--- src/rtl/store_unit.sv ---
// Store unit: sb/sh/sw into a word-wide memory without byte enables; sw in 1 cycle, sb/sh via 3-cycle read-modify-write.
// Stalls the requester by dropping req_ready while busy. Optional STORE_MISALIGN_CHECK_EN rejects misaligned/illegal requests.
module store_unit #(
    parameter int ADDR_W = 32
) (
    input  logic              clk,
    input  logic              rst,
    input  logic              req_valid,
    output logic              req_ready,
    input  logic [2:0]        storeCtrl,
    input  logic [ADDR_W-1:0] addr,
    input  logic [31:0]       wd,
    output logic [ADDR_W-1:0] mem_addr,
    output logic              mem_re,
    input  logic [31:0]       mem_rdata,
    output logic              mem_we,
    output logic [31:0]       mem_wdata,
    output logic              done,
    output logic              err
);

    typedef enum logic [2:0] {
        S_IDLE,
        S_READ,
        S_MERGE,
`ifdef STORE_MISALIGN_CHECK_EN
        S_WRITE,
        S_FAIL
`else
        S_WRITE
`endif
    } state_t;

    state_t              r_state;
    state_t              w_next;
    logic [ADDR_W-1:0]   r_addr;
    logic [31:0]         r_data;
    logic                r_is_sb;
    logic                w_accept;
    logic                w_rmw;
    logic [31:0]         w_merged;
    logic [ADDR_W-1:0]   w_word_addr;

    assign w_accept    = req_valid && req_ready;
    assign w_rmw       = (storeCtrl == 3'b000) || (storeCtrl == 3'b001);
    assign w_word_addr = {r_addr[ADDR_W-1:2], 2'b00};

`ifdef STORE_MISALIGN_CHECK_EN
    logic w_reject;
    assign w_reject = (storeCtrl > 3'b010)
                   || ((storeCtrl == 3'b001) && addr[0])
                   || ((storeCtrl == 3'b010) && (addr[1:0] != 2'b00));
`endif

    always_ff @(posedge clk or posedge rst) begin
        if (rst) begin
            r_state <= S_IDLE;
        end else begin
            r_state <= w_next;
        end
    end

    always_comb begin
        w_next = r_state;
        case (r_state)
            S_IDLE: begin
                if (w_accept) begin
`ifdef STORE_MISALIGN_CHECK_EN
                    if (w_reject)
                        w_next = S_FAIL;
                    else
`endif
                    if (w_rmw)
                        w_next = S_READ;
                    else
                        w_next = S_WRITE;
                end
            end
            S_READ:  w_next = S_MERGE;
            S_MERGE: w_next = S_WRITE;
            S_WRITE: w_next = S_IDLE;
`ifdef STORE_MISALIGN_CHECK_EN
            S_FAIL:  w_next = S_IDLE;
`endif
            default: w_next = S_IDLE;
        endcase
    end

    // r_data holds wd until MERGE, then the merged word; WRITE always drives r_data.
    always_ff @(posedge clk or posedge rst) begin
        if (rst) begin
            r_addr  <= '0;
            r_data  <= '0;
            r_is_sb <= 1'b0;
        end else if (w_accept) begin
            r_addr  <= addr;
            r_data  <= wd;
            r_is_sb <= (storeCtrl == 3'b000);
        end else if (r_state == S_MERGE) begin
            r_data  <= w_merged;
        end
    end

    always_comb begin
        w_merged = mem_rdata;
        if (r_is_sb)
            w_merged[{r_addr[1:0], 3'b000} +: 8] = r_data[7:0];
        else
            w_merged[{r_addr[1], 4'b0000} +: 16] = r_data[15:0];
    end

    always_comb begin
        req_ready = (r_state == S_IDLE) && !rst;
        mem_re    = (r_state == S_READ);
        mem_we    = (r_state == S_WRITE);
        mem_addr  = (mem_re || mem_we) ? w_word_addr : '0;
        mem_wdata = mem_we ? r_data : 32'h0;
`ifdef STORE_MISALIGN_CHECK_EN
        err       = (r_state == S_FAIL);
`else
        err       = 1'b0;
`endif
        done      = mem_we || err;
    end

endmodule

--- config.mk ---
export PLATFORM = sky130hd
export DESIGN_NAME = store_unit
export DESIGN_NICKNAME = d
export VERILOG_FILES = /design/src/rtl/store_unit.sv
export SDC_FILE = /design/constraint.sdc
export NUM_CORES = 1
export LEC_CHECK = 0
export CORE_AREA = 2 2 135 71
export CTS_CLUSTER_SIZE = 14
export DETAILED_ROUTE_END_ITERATION = 16
export DIE_AREA = 0 0 137 73
export PLACE_DENSITY = 0.9
export SYNTH_ARGS = -nofsm -noshare
export SYNTH_HDL_FRONTEND = slang
export SYNTH_SLANG_ARGS = --single-unit
--- constraint.sdc ---
create_clock -name clk -period 6.8 [get_ports clk]
set_clock_uncertainty 0.05 [all_clocks]
set_input_delay 2.04 -clock clk [delete_from_list [all_inputs] [get_ports clk]]
set_output_delay 2.04 -clock clk [all_outputs]
set_load 0.005 [all_outputs]
==> impl_results.md <==
* Vias/cell at 5.33
* PwrDens at 427 nW/um2
* Synth Area in Simple Gates at 0.293
* Area Overhead vs Synth at 49.3%
* Most common cell after layout, fill and taps aside: clkdlybuf4s50_1
* Num CTS Buffers at 9
* Tcrit/Tclk final at 0.768
* Max-slew violations at 0
* Wire length per cell at 17.5 um
* Gate Count Post-Synth at 466
* Clock Latency Late Sink at 330 ps
* Initial DRC count at 315
* Port buffer count at 167
* FP Rows at 25
* Synth warnings at 0
* Gr usage total at 0.265
* Hold Fails Final Rpt at 0
* Total congestion overflow at 0
* Fillers at 697
* Mux share of post-synthesis cell area at 0.0198
* Yosys reg bits at 67
* Total detailed-routing wirelength at 12.9 mm
* Antenna-violating nets left at 0
* Synth Area in Compound Gates at 0.168
* Initial core utilization at 0.449
* HP Class: reg2reg
* Most frequent cells in the layout: 167 x clkdlybuf4s50_1, 102 x nand2_1, 67 x dfrtp_1
* Core ar. at 9010 um2
* Fmax at 191 MHz
* Pin count of the biggest net entering global routing at 68
* FF/Latch Area at 1680 um2
* CTS tree: built
* Setup Buffers After CTS at 0
* Final setup vio count at 0
* Clk slew on worst S/H paths at 50 ps
* Die Width at 137 um
* Max-cap viol count at 0
* Critical path class: in2out
* Placement Cell Area at 5700 um2
* Multi-input logic area at 2090 um2
* DR vias at 3931
* Leak pwr at 2.63 nW
* Main combinational cell family by area after synthesis: simple AND/OR/NAND/NOR gates
* # DRC at 0
* # nets final at 724
* Worst Path Required at 4710 ps
* Clock sinks at 67
* DP HPWL at 9.58 mm
* IO Pins at 171
* DRT Pass-1 Iters at 5
* Max IR drop VDD at 0.231 mV
* RSZ-0062 raised after global routing: no
* Worst Setup Start Kind: input pin
* Worst-path fanout max at 4
* GPL Wtd Cong at 0.961
* Fin cells at 738
* Clock buffer depth at 2
* Initial antenna violation count at 0
* Die ar. at 10000 um2
* Post-Synth XOR/XNOR Area at 0
* Status: finished clean
* Fin Setup TNS at 0 ps
* CP Capture Type: output pin
* Top cells by area, synth: dfrtp_1 41%, nand2_1 9.5%, and2_1 5.1%
* Vias in the first global route at 3813
* Adder-Cell Fraction of Synth Area at 0.0309
* Most area-hungry cell type in the Yosys netlist: dfrtp_1
* Post-synthesis sequential area ratio at 0.414
* Worst slew pin tran at 1150 ps
* # diodes at 0
* Root buf cell: clkbuf_16
* Rel. slew slack at 0.234
* Top cell type's share of synthesized area at 0.414
* Global-route wire length before repair at 20.1 mm
* Placed Instances at 722
* Die Y at 73 um
* Post-route cell area at 6050 um2
* # hold bufs at CTS at 0
* Synth Area per Inst at 8.69 um2
* Post-cts repair resize count at 0
* Post-Syn Area at 4050 um2
* Netlist cell types at 42
* H-tree depth at 3
* Post-layout min period at 5230 ps
* Share of cells above drive strength 1 at 0.0665
* Final hold slack at 419 ps
* Worst Path Arrival at 3140 ps
-- per-stage QoR --
| step | power [mW] | util | worst slack [ps] |
|---|---|---|---|
| global route | 2.77 | 0.671 | 1380 |
| CTS | 2.59 | 0.671 | 1570 |
| floorplan | 1.47 | - | 2560 |
| detailed placement | 2.02 | 0.632 | 1580 |
| finish | 2.58 | 0.671 | 1570 |
| global placement | 1.96 | 0.632 | 1570 |
-- layer usage --
layer  vias up  part of all wire  global-route usage
met5         -                 0                   0
met4         0             0.010              0.0641
met3        13             0.093              0.0681
met2       200              0.45               0.409
met1      1871              0.45               0.374
li1       1847                 -                   -
-- sequential cells by signal, summed over array words and instances (netlist names) --
name / count
r_addr: 32
r_data: 32
r_state: 2
r_is_sb: 1
-- critical path, cell delays in order --
cell,delay (ps)
clkdlybuf4s50_1,460
nor2b_1,130
clkdlybuf4s50_1,510
-- layout make-up --
cell class              count  share of cell area
multi-input cells         341               0.345
repair buffers            170               0.280
flip-flops and latches     67               0.277
clock buffers              10              0.0395
well taps                 121              0.0250
clock inverters             6              0.0184
inverters                  23              0.0143
-- power by group --
part	internal, mW	switching [mW]	total [mW]
clock network	0.369	0.177	0.545
registers	0.594	0.168	0.763
logic	0.634	0.642	1.28
total	1.60	0.987	2.58
-- kinds of logic (layout without fill, tap and decap cells) --
| family | count (synthesis) | count (layout) |
|---|---|---|
| AND/OR/NAND/NOR | 236 | 236 |
| AO/OA/AOI/OAI | 84 | 84 |
| flip-flops | 67 | 67 |
| buffers and inverters | 60 | 209 |
| adder cells (fa/ha/maj) | 10 | 10 |
| multiplexers | 8 | 8 |
| other | 1 | 3 |
-- final timing paths --
kind,to,slack [ps],from,cells past startpoint
worst max-delay path,req_ready,1570,rst,3
min in group asynchronous,r_data[16],2290,rst,3
worst min-delay path,r_addr[2],420,r_addr[2],2
worst max register to register,r_data[31],4040,r_addr[1],6
worst min register to register,r_addr[2],420,r_addr[2],2
max in group asynchronous,r_data[25],3830,rst,3
-- synth_stat cells --
cell type,count
a211oi_4,1
a21boi_4,1
a21o_1,1
a21oi_1,10
a221oi_1,8
a221oi_2,8
a22o_1,8
a22oi_1,8
a311oi_1,1
a31oi_1,9
and2_1,33
and3b_1,1
and4b_1,1
buf_1,1
buf_2,8
buf_4,9
buf_6,2
buf_8,1
clkbuf_1,15
clkbuf_2,1
conb_1,1
dfrtp_1,67
ha_1,10
inv_1,23
mux2i_1,8
nand2_1,102
nand2_2,1
nand2b_1,9
nand3b_2,1
nand4_1,1
nand4b_1,1
nand4bb_1,1
nor2_1,29
nor2b_1,31
nor3_1,17
nor3b_1,2
nor3b_2,6
o211ai_1,8
o21ai_0,11
o21ai_1,1
o21ai_2,1
o221ai_1,8
(Power assumes the default switching activity.)
